[src/rtl/vdp_port.sv]
// VDP CPU port: control-word decoder, VRAM pointer with read-ahead buffer,
// registers, CRAM path, status flags and interrupt. Macro LINE_INT_EN adds the line-counter IRQ.
module vdp_port #(
    parameter int VRAM_LAT = 1,
    parameter int NUM_REGS = 11
) (
    input  logic                  clk,
    input  logic                  reset,
    input  logic                  io_wr,
    input  logic                  io_rd,
    input  logic                  port_ctrl,
    input  logic [7:0]            cpu_din,
    output logic [7:0]            cpu_dout,
    output logic [13:0]           vram_addr,
    output logic                  vram_we,
    output logic [7:0]            vram_wdata,
    output logic                  vram_re,
    input  logic [7:0]            vram_rdata,
    output logic                  cram_we,
    output logic [4:0]            cram_addr,
    output logic [7:0]            cram_wdata,
    output logic [8*NUM_REGS-1:0] regs,
    input  logic                  frame_int,
    input  logic                  spr_coll,
    input  logic                  spr_ovf,
    input  logic [4:0]            spr5,
    input  logic                  line_tick,
    input  logic                  active_line,
    output logic                  n_int
);

    localparam logic [4:0] NUM_REGS_W = 5'(NUM_REGS);

    logic [13:0] addr_q, addr_d;
    logic [1:0]  code_q, code_d;
    logic        latch_q, latch_d;
    logic [7:0]  low_q, low_d;
    logic [7:0]  buf_q, buf_d;
    logic [7:0]  regs_q [NUM_REGS];
    logic [7:0]  regs_d [NUM_REGS];
    logic [13:0] vram_addr_q, vram_addr_d;
    logic        vram_we_q, vram_we_d;
    logic [7:0]  vram_wdata_q, vram_wdata_d;
    logic        vram_re_q, vram_re_d;
    logic        cram_we_q, cram_we_d;
    logic [4:0]  cram_addr_q, cram_addr_d;
    logic [7:0]  cram_wdata_q, cram_wdata_d;
    logic        frame_q, frame_d;
    logic        coll_q, coll_d;
    logic        line_pend_q, line_pend_d;
    logic        clr_q, clr_d;
    logic        n_int_q, n_int_d;
    logic [VRAM_LAT-1:0] valid_q, valid_d;

`ifdef LINE_INT_EN
    // Smaller register files reuse the top register as the reload value.
    localparam int R10_IDX = (NUM_REGS > 10) ? 10 : NUM_REGS - 1;
    logic [7:0] line_cnt_q, line_cnt_d;
`else
    logic unused_line;
    assign unused_line = line_tick ^ active_line;
`endif

    genvar gi;
    generate
        for (gi = 0; gi < NUM_REGS; gi++) begin : g_regs
            assign regs[gi*8 +: 8] = regs_q[gi];
        end
        // One valid bit per outstanding prefetch cycle; the top bit marks rdata valid.
        for (gi = 0; gi < VRAM_LAT; gi++) begin : g_valid
            if (gi == 0) begin : g_first
                assign valid_d[gi] = vram_re_q;
            end else begin : g_rest
                assign valid_d[gi] = valid_q[gi-1];
            end
        end
    endgenerate

    always_comb begin
        cpu_dout = 8'h00;
        if (io_rd) begin
            if (port_ctrl)
                cpu_dout = {frame_q, spr_ovf, coll_q, spr_ovf ? spr5 : 5'h1F};
            else
                cpu_dout = buf_q;
        end
    end

    always_comb begin
        addr_d       = addr_q;
        code_d       = code_q;
        latch_d      = latch_q;
        low_d        = low_q;
        buf_d        = buf_q;
        regs_d       = regs_q;
        vram_addr_d  = vram_addr_q;
        vram_we_d    = 1'b0;
        vram_wdata_d = vram_wdata_q;
        vram_re_d    = 1'b0;
        cram_we_d    = 1'b0;
        cram_addr_d  = cram_addr_q;
        cram_wdata_d = cram_wdata_q;
        frame_d      = frame_q;
        coll_d       = coll_q;
        line_pend_d  = line_pend_q;
        clr_d        = 1'b0;
`ifdef LINE_INT_EN
        line_cnt_d   = line_cnt_q;
`endif

        if (valid_q[VRAM_LAT-1])
            buf_d = vram_rdata;

        // Status clear lands one cycle after the read; a same-cycle set wins.
        if (clr_q) begin
            frame_d     = 1'b0;
            coll_d      = 1'b0;
            line_pend_d = 1'b0;
            latch_d     = 1'b0;
        end
        if (frame_int)
            frame_d = 1'b1;
        if (spr_coll)
            coll_d = 1'b1;

`ifdef LINE_INT_EN
        if (line_tick) begin
            if (active_line) begin
                if (line_cnt_q == 8'h00) begin
                    line_cnt_d  = regs_q[R10_IDX];
                    line_pend_d = 1'b1;
                end else begin
                    line_cnt_d = line_cnt_q - 8'd1;
                end
            end else begin
                line_cnt_d = regs_q[R10_IDX];
            end
        end
`endif

        if (io_wr && port_ctrl) begin
            if (!latch_q) begin
                low_d   = cpu_din;
                latch_d = 1'b1;
            end else begin
                latch_d = 1'b0;
                code_d  = cpu_din[7:6];
                addr_d  = {cpu_din[5:0], low_q};
                if (cpu_din[7:6] == 2'd0) begin
                    vram_re_d   = 1'b1;
                    vram_addr_d = {cpu_din[5:0], low_q};
                    addr_d      = {cpu_din[5:0], low_q} + 14'd1;
                end else if (cpu_din[7:6] == 2'd2) begin
                    if ({1'b0, cpu_din[3:0]} < NUM_REGS_W)
                        regs_d[cpu_din[3:0]] = low_q;
                end
            end
        end else if (io_wr) begin
            latch_d = 1'b0;
            buf_d   = cpu_din;
            addr_d  = addr_q + 14'd1;
            if (code_q == 2'd3) begin
                cram_we_d    = 1'b1;
                cram_addr_d  = addr_q[4:0];
                cram_wdata_d = cpu_din;
            end else begin
                vram_we_d    = 1'b1;
                vram_addr_d  = addr_q;
                vram_wdata_d = cpu_din;
            end
        end else if (io_rd && !port_ctrl) begin
            latch_d     = 1'b0;
            vram_re_d   = 1'b1;
            vram_addr_d = addr_q;
            addr_d      = addr_q + 14'd1;
        end else if (io_rd) begin
            clr_d = 1'b1;
        end

`ifndef LINE_INT_EN
        line_pend_d = 1'b0;
`endif
        n_int_d = ~((frame_d & regs_d[1][5]) | (line_pend_d & regs_d[0][4]));
    end

    always_ff @(posedge clk or posedge reset) begin
        if (reset) begin
            addr_q       <= 14'h0000;
            code_q       <= 2'd0;
            latch_q      <= 1'b0;
            low_q        <= 8'h00;
            buf_q        <= 8'h00;
            for (int i = 0; i < NUM_REGS; i++)
                regs_q[i] <= 8'h00;
            vram_addr_q  <= 14'h0000;
            vram_we_q    <= 1'b0;
            vram_wdata_q <= 8'h00;
            vram_re_q    <= 1'b0;
            cram_we_q    <= 1'b0;
            cram_addr_q  <= 5'd0;
            cram_wdata_q <= 8'h00;
            frame_q      <= 1'b0;
            coll_q       <= 1'b0;
            line_pend_q  <= 1'b0;
            clr_q        <= 1'b0;
            n_int_q      <= 1'b1;
            valid_q      <= '0;
`ifdef LINE_INT_EN
            line_cnt_q   <= 8'hFF;
`endif
        end else begin
            addr_q       <= addr_d;
            code_q       <= code_d;
            latch_q      <= latch_d;
            low_q        <= low_d;
            buf_q        <= buf_d;
            regs_q       <= regs_d;
            vram_addr_q  <= vram_addr_d;
            vram_we_q    <= vram_we_d;
            vram_wdata_q <= vram_wdata_d;
            vram_re_q    <= vram_re_d;
            cram_we_q    <= cram_we_d;
            cram_addr_q  <= cram_addr_d;
            cram_wdata_q <= cram_wdata_d;
            frame_q      <= frame_d;
            coll_q       <= coll_d;
            line_pend_q  <= line_pend_d;
            clr_q        <= clr_d;
            n_int_q      <= n_int_d;
            valid_q      <= valid_d;
`ifdef LINE_INT_EN
            line_cnt_q   <= line_cnt_d;
`endif
        end
    end

    assign vram_addr  = vram_addr_q;
    assign vram_we    = vram_we_q;
    assign vram_wdata = vram_wdata_q;
    assign vram_re    = vram_re_q;
    assign cram_we    = cram_we_q;
    assign cram_addr  = cram_addr_q;
    assign cram_wdata = cram_wdata_q;
    assign n_int      = n_int_q;

endmodule

[config.mk]
export PLATFORM = sky130hd
export DESIGN_NAME = vdp_port
export DESIGN_NICKNAME = d
export VERILOG_FILES = /design/src/rtl/vdp_port.sv
export SDC_FILE = /design/constraint.sdc
export NUM_CORES = 1
export LEC_CHECK = 0
export ABC_CLOCK_PERIOD_IN_PS = 6100
export CAP_MARGIN = 10
export CORE_ASPECT_RATIO = 1.1
export CORE_UTILIZATION = 50
export DETAILED_ROUTE_END_ITERATION = 10
export PLACE_DENSITY = 0.8
export SLEW_MARGIN = 20
export SYNTH_ARGS = -nofsm -noshare
export SYNTH_HDL_FRONTEND = slang
export SYNTH_SLANG_ARGS = --single-unit
[constraint.sdc]
create_clock -name clk -period 6.1 [get_ports clk]
set_input_delay 0.915 -clock clk [delete_from_list [all_inputs] [get_ports clk]]
set_output_delay 0.915 -clock clk [all_outputs]
set_load 0.02 [all_outputs]
# == Word-level counts from Yosys, hierarchy flattened ==
# Cells that the tools add are included.
# word_totals
wordCells,109
output_inout_bits,135
romBits,0
latchBits,0
regBits,164
n_memories,0
input_bits,31
ram_bits,0
# classes
muxes,48
multipliers,0
div,0
order_cmp,3
reduce_logical,15
bitwise,7
n_eq_ne,5
n_shift,0
add_sub_neg,2
# ops
cell,count
78-bit two-way mux,5
14-bit two-way mux,11
88-bit bitwise mux,1
8-bit two-way mux,6
8-bit demux with 4-bit select,1
14-bit by 1-bit adder with 14-bit output (second input constant),2
1-bit two-way mux,23
2-bit AND reduction,3
3-bit AND reduction,2
5-bit greater-or-equal comparator (second input constant),1
5-bit by 1-bit < comparator with 1-bit output (second input constant),1
5-bit two-way mux,1
1-bit inverter,5
4-bit inverter with 5-bit output,1
5-bit AND reduction,1
2-bit equality test (second input constant),2
4-bit < comparator (second input constant),1
4-bit AND reduction,1
4-bit nonzero test,1
1-bit logical AND,3
3-bit != test (second input constant),1
3-bit nonzero test,1
2-bit logical NOT,1
2-bit by 1-bit != test with 1-bit output (second input constant),1
other kinds (4),4

# == Logic depth before layout (Yosys ltp) ==
# Gate-level depths: netlist of the first run.
# depth
word_depth,13
mapped_depth,7
mapped_depth_nobuf,5

# == Least setup slack after synthesis of the first run ==
# No wires, ideal clock.
# synth_path
kind,in2out
from,input port_ctrl
to,output cpu_dout[6]
cell_stages,4
required_time_ns,5.185
setup_slack_ns,3.109
arrival_ns,2.076
path_cell_list,buf_2 buf_1 nand2_1 a21boi_0
# synth_between
elab_chain_len,2
# synth_lines
element,line_no,text
"start, declared",11,"input logic port_ctrl,"
8-bit two-way mux,82,if (port_ctrl)
8-bit two-way mux,81,if (io_rd) begin
"end, declared",13,"output logic [7:0] cpu_dout,"
# Every way passes these cells.

# == Worst setup path in the final report of the first run ==
# layout_path
from,input port_ctrl
to,output cpu_dout[1]
# Same word-level chain as after synthesis.

==> results of run 1 <==
## routing by layer
metal	GRT usage [%]	vias to the layer above	routed length, µm
met3	9.986	38	1584
met1	31.43	2647	7368
met4	10.28	0	440
met2	43.54	193	9076
met5	0	-	0
li1	-	2416	-
## worst max path at each step
stage	endpoint	slack, ps	cells after the start
3_5_place_dp	cpu_dout[1]	2240	4
5_1_grt	cpu_dout[1]	2120	4
2_1_floorplan	addr_q[0]$_DFFE_PP0P_	750	1
4_1_cts	cpu_dout[1]	2240	4
3_3_place_gp	cpu_dout[6]	2280	4
6_report	cpu_dout[1]	2250	4
## state kept, by name, indices dropped and copies added, names as in the netlist, 2 cells and up
| signal | flops |
|---|---|
| regs | 88 |
| addr_q | 14 |
| vram_addr | 14 |
| buf_q | 8 |
| cram_wdata | 8 |
| low_q | 8 |
| vram_wdata | 8 |
| cram_addr | 5 |
| code_q | 2 |
## cells by family after synthesis
logic type / synth area share, %
buf+inv: 3.222
mux: 19.06
compound gates: 7.133
flops: 56.53
xor+xnor: 1.086
simple gates: 12.63
fa+ha+maj: 0.3445
## critical path, stage by stage
cell,delay (ps)
clkdlybuf4s50_1,910
nand2_1,260
o221a_2,300
clkdlybuf4s50_1,540
## power groups by stage
stage	clock, W	sequential, W	combinational (W)
2_1_floorplan	0	0.00146	0.000294
6_report	0.00105	0.00142	0.000657
3_5_place_dp	0	0.00144	0.000662
5_1_grt	0.00111	0.00144	0.000716
3_3_place_gp	0	0.00143	0.000644
4_1_cts	0.00106	0.00142	0.000665
## cells in the mapped netlist (all sizes together) (3+ instances only)
| library cell | number |
|---|---|
| nor2b | 3 |
| nor3 | 10 |
| nand2 | 89 |
| and2 | 4 |
| xnor2 | 7 |
| o221a | 5 |
| nand3 | 11 |
| nand2b | 5 |
| a211oi | 3 |
| a21o | 4 |
| a21oi | 6 |
| nor2 | 16 |
| o21ai | 37 |
| nand4 | 7 |
| clkbuf | 29 |
| and3 | 7 |
| buf | 17 |
| mux2i | 28 |
| dfrtp | 163 |
| mux2 | 98 |
| nor4 | 6 |
| inv | 11 |
## stage by stage
stage          instance area, µm²  power [W]
4_1_cts                      9540   0.003143
6_report                     9540   0.003123
5_1_grt                      9540   0.003265
2_1_floorplan                7262   0.001759
3_3_place_gp                 8956   0.002069
3_5_place_dp                 8965   0.002099
## final cells by class
type / count / area [µm²]
clock buffer: 20 / 446.7
inverter: 11 / 46.29
tap: 188 / 235.2
timing repair buffer: 165 / 1647
fill: 1085 / 4423
multi-input combinational: 388 / 2932
clock inverter: 12 / 128.9
sequential: 164 / 4105
==> impl_results.md, run 1 <==
- Synth-to-Final Area Change: 31.37%
- Hold buffer count at cts: 0
- Status: finished, final reports clean
- FF+latch count, synth: ~160
- Clock slew at reported path FFs: 60 ps
- Vias in the first global route: 5,548
- Mapped Area: about 0.0073 mm²
- Row count: 45
- TNS Setup: 0 ps
- Die Ht: between 100 and 150 µm
- Skew-Pair Late Insertion Delay: approximately 430 ps
- Net switching power: ~0.00096 W
- Crit. End Element: output port
- WHS Path Cells: 0
- Layout cells sized above 1: ~20%
- H-tree depth: 4
- Ys flop type: dfrtp_1
- Die area: 0.01501 mm²
- Initial Util: 52.01%
- First-iteration detailed-routing DRC count: about 300
- Antenna violations before repair: 0
- # nets final: ~800
- Ys async rst share: between 90% and 100%
- Total Routing Usage GR: roughly a quarter
- Yosys top cell by area: dfrtp_1
- Arr. time, crit path: 2940 ps
- Setup violators final: 0
- Syn_nets: 642
- Postcts setup bufs: 0
- Final hold viol count: 0
- Synth area leaders: dfrtp_1 56%, mux2_2 15%, nand2_1 4.6%
- Congestion Overflow GR: 0
- Sw Share: a little under a third
- Num ports: 166
- Clk sinks: between 150 and 200
- Resized cells post-CTS: 0
- Most frequent cells in the layout: 163 x dfrtp_1, 163 x clkdlybuf4s50_1, 98 x mux2_2
- Max FO, Critical Path: 19
- First-pass GRT wire length: 29,390 µm
- Antenna cells: 0
- Synthesized instance count: 609
- Total vias in the final route: 5,294
- CP startpoint kind: input pin
- Reg-to-reg slack, setup: 3450 ps
- Tcrit/Tclk final: a little over three fifths
- MaxCap Viol Count: 0
- Power share of the combinational group: a little over a fifth
- Die width: 116.9 µm
- Worst r2r path cells: 5
- Min Tclk post-route: between 3000 and 4000 ps
- Routability Congestion: roughly 0.86
- Crit Reg-Reg Endpoint: addr_q[10]$_DFFE_PP0P_
- Syn_area_per_cell: roughly 12 µm²
- Synth top area share: 56.17%
- Clock buffer depth: 2
- R2r startpoint: low_q[0]$_DFFE_PP0P_
- Worst Skew: 10.41 ps
- # DRC: 0
- ANT nets after route: 0
- WHS: 372.5 ps
- Crit path kind: input pin to output port
- Post-synth EDFFs: 0
- Finished Layout Cells: between 900 and 1k
- PnR worst setup slack: roughly 2200 ps
- Vias/cell: between 5 and 6
- Worst Hold Launch: vram_re$_DFF_PP0_
- Distinct cell type count after synthesis: 63
- Inst Count DP: a little over 900
- Worst ir drop on vdd: just under 200 µV
- Clock Power Share: approximately 34%
- Wire per inst: approximately 19 µm
- CTS buffer count: 17
- Unrepaired setup endpoints after global routing: no
- WP data required: between 5000 and 6000 ps
- Pre-CTS setup slack: ~2200 ps
- CTS tree: done
- Internal power: approximately 0.0022 W
- Core Util, Final: around two thirds
- DR pass1 iterations: 5
- Worst setup path start: port_ctrl
- Worst hold-check path type: register to register
- Post-detailed-placement half-perimeter wirelength: approximately 12,000 µm
- Root Driver: clkbuf_16
- Sequential share of the synthesized area: 56.53%
- Hold worst-path end: valid_q$_DFF_PP0_
- Ys Warns: 0
- Pwr dens: about 330 mW/mm²
- FMAX: roughly 260 MHz
- Leakage power: 4.337 nW
- Slew Limit Fails: 0
- Core box area: around 0.014 mm²
- WL final: about 18,000 µm
- I/O Buffers: ~160
- Worst rel slew slack: about a third
- Reg power frac: 45.4%
- Largest net degree at the start of global routing: around 110
- Worst-margin pin slew: between 900 and 1000 ps
(Power assumes the default switching activity.)
==> run 2: changes to the inputs <==
--- a/config.mk
+++ b/config.mk
@@ -5,12 +5,12 @@
 export SDC_FILE = /design/constraint.sdc
 export NUM_CORES = 1
 export LEC_CHECK = 0
-export ABC_CLOCK_PERIOD_IN_PS = 6100
+export ABC_CLOCK_PERIOD_IN_PS = 3100
 export CAP_MARGIN = 10
 export CORE_ASPECT_RATIO = 1.1
-export CORE_UTILIZATION = 50
+export CORE_UTILIZATION = 46
 export DETAILED_ROUTE_END_ITERATION = 10
-export PLACE_DENSITY = 0.8
+export PLACE_DENSITY = 0.77
 export SLEW_MARGIN = 20
 export SYNTH_ARGS = -nofsm -noshare
 export SYNTH_HDL_FRONTEND = slang
==> constraint.sdc (replaced) <==
create_clock -name clk -period 3.1 [get_ports clk]
set_input_delay 0.465 -clock clk [delete_from_list [all_inputs] [get_ports clk]]
set_output_delay 0.465 -clock clk [all_outputs]
set_load 0.02 [all_outputs]
==> impl_results.md, run 2 (synthesized netlist as in run 1, its figures left out) <==
- Antenna cells: 0 (unchanged)
- Num ports: 166 (unchanged)
- Setup violators final: 0 (unchanged)
- H-tree depth: 4 (unchanged)
- Crit path kind: input pin to output port
- Clock buffer depth: 2 (unchanged)
- Vias in the first global route: 5,812 (+4.8%)
- Slew Limit Fails: 0 (unchanged)
- WL final: 19,050 µm (+3.1%)
- Row count: 47 (+4.4%)
- Vias/cell: 5.518 (-1.2%)
- Layout cells sized above 1: 22.41% (+2.0 points)
- ANT nets after route: 0 (unchanged)
- Clk sinks: 164 (unchanged)
- Die Ht: 133.8 µm (+4.2%)
- CP most frequent cell: clkdlybuf4s50_1
- Final hold viol count: 0 (unchanged)
- Highest metal used: met4
- First-iteration detailed-routing DRC count: 187 (-38%)
- # DRC: 0 (unchanged)
- Total Routing Usage GR: 24.94% (-1.5 points)
- Core box area: 0.01523 mm² (+9.1%)
- Pwr dens: 637.4 mW/mm² (+95%)
- MaxCap Viol Count: 0 (unchanged)
- Worst-margin pin slew: 1025 ps (+44.60 ps)
- CTS buffer count: 17 (unchanged)
- Most frequent cells in the layout: 163 x dfrtp_1, 163 x clkdlybuf4s50_1, 98 x mux2_2
- WP data required: 2630 ps (-2550 ps)
- Die width: 121.8 µm (+4.2%)
- Synth-to-Final Area Change: 34.05%
- Worst rel slew slack: 31.69% (-3.0 points)
- Fillers: 1,168 (+7.6%)
- I/O Buffers: 163 (unchanged)
- Initial Util: 47.68% (-4.3 points)
- Status: finished, final reports clean
- Worst ir drop on vdd: 390.5 µV (+97%)
- Tcrit/Tclk final: 86.67%
- Root Driver: clkbuf_16
- Placed Area: 0.009155 mm² (+2.1%)
- Largest net degree at the start of global routing: 82 (-24%)
- Arr. time, crit path: 2220 ps (-720 ps)
- Total vias in the final route: 5,391 (+1.8%)
- # nets final: 802 (+2.8%)
- Leakage power: 4.443 nW (+2.4%)
- M1 WL: 7576 µm (+2.8%)
- Die area: 0.01629 mm² (+8.6%)
- Max reg flops: 88 (unchanged)
- DR WL met2: 9442 µm (+4.0%)
- Finished Layout Cells: 977 (+3.1%)
- Worst Skew: 6.918 ps (-3.488 ps)
- Inst Count DP: 946 (+3.3%)
- Antenna violations before repair: 0 (unchanged)
- Clock slew at reported path FFs: 60 ps (about the same)
- Max FO, Critical Path: 11 (-8)
- Worst path max stage delay: 630 ps (-280 ps)
- CTS tree: done
- Skew-Pair Late Insertion Delay: 420 ps (about the same)
- Metal3 WL: 1637 µm (+3.3%)
- Slowest CP cell: clkdlybuf4s50_1
- DR pass1 iterations: 4 (-1)
- Routability Congestion: 0.8501 (-0.76%)
- Post-detailed-placement half-perimeter wirelength: 13,080 µm (+5.3%)
- TNS Setup: 0 ps (unchanged)
- Crit. End Element: output port
- First-pass GRT wire length: 30,710 µm (+4.5%)
- Min Tclk post-route: 2687 ps
- FMAX: between 300 and 400 MHz
- CP Cell Sequence: clkdlybuf4s50_1 > buf_4 > nand2_1 > a21boi_0 > clkdlybuf4s50_1
- Postcts setup bufs: 0 (unchanged)
- Design Area, Final: 0.009734 mm² (+2.0%)
- Worst hold-check path type: register to register
- Hold buffer count at cts: 0 (unchanged)
- Congestion Overflow GR: 0 (unchanged)
- Unrepaired setup endpoints after global routing: no
- CP startpoint kind: input pin
- Resized cells post-CTS: 0 (unchanged)
- Wire per inst: 19.50 µm (about the same)
==> run 2: cell count changes in the layout (fill, tap and decap cells not counted), moves of 2 or more <==
cell | before | now
clkbuf_8 | 1 | 3
inv_6 | 3 | 0
buf_4 | 2 | 22
clkinv_2 | 4 | 2
buf_12 | 0 | 2
==> run 2: cell type report <==
type,instances,area (µm²),area share [%]
Inverter,11,45.04,0.4627
Clock inverter,8,101.3,1.041
Sequential cell,164,4105,42.17
Timing Repair Buffer,187,1837,18.87
Tap cell,196,245.2,2.519
Clock buffer,23,478.0,4.910
Multi-Input combinational cell,388,2923,30.03
==> run 2: report_power, final <==
| group | internal, W | switching, W |
|---|---|---|
| logic | 0.000652 | 0.000780 |
| registers | 0.00243 | 0.000270 |
| clock network | 0.00124 | 0.000825 |
==> run 2: worst paths after layout <==
check,end,depth (start not counted),slack [ps],startpoint
setup / recovery,cpu_dout[6],5,410,port_ctrl
max in group asynchronous,cram_addr[2]$_DFFE_PP0P_,3,2160,reset
min in group asynchronous,regs[34]$_DFFE_PP0P_,3,530,reset
hold / removal,valid_q$_DFF_PP0_,0,390,vram_re$_DFF_PP0_
setup reg to reg,regs[87]$_DFFE_PP0P_,4,910,latch_q$_DFFE_PP0P_
hold reg to reg,valid_q$_DFF_PP0_,0,390,vram_re$_DFF_PP0_
==> run 2: metal layers <==
layer / up-vias / track usage, %
met2: 201 / 41.43
met1: 2695 / 29.35
met3: 33 / 9.014
met4: 0 / 9.465
li1: 2462 / -
met5: - / 0
==> run 2: through the flow <==
step	hold WS, ps	power (W)	util, %	setup WS, ps
after floorplan	448.9	0.003461	-	551.0
after global placement	360.0	0.004121	60.11	373.9
after detailed placement	374.4	0.004177	60.11	312.1
after CTS	387.9	0.006238	63.91	413.6
after global routing	400.2	0.006483	63.91	328.5
final	389.8	0.006205	63.91	413.1
==> run 2: worst max-delay path, delay by kind of cell <==
family / cells / cell delay (ps)
buffers and inverters: 3 / 1400
and+or+nand+nor: 1 / 160
AOI/OAI and AO/OA: 1 / 200
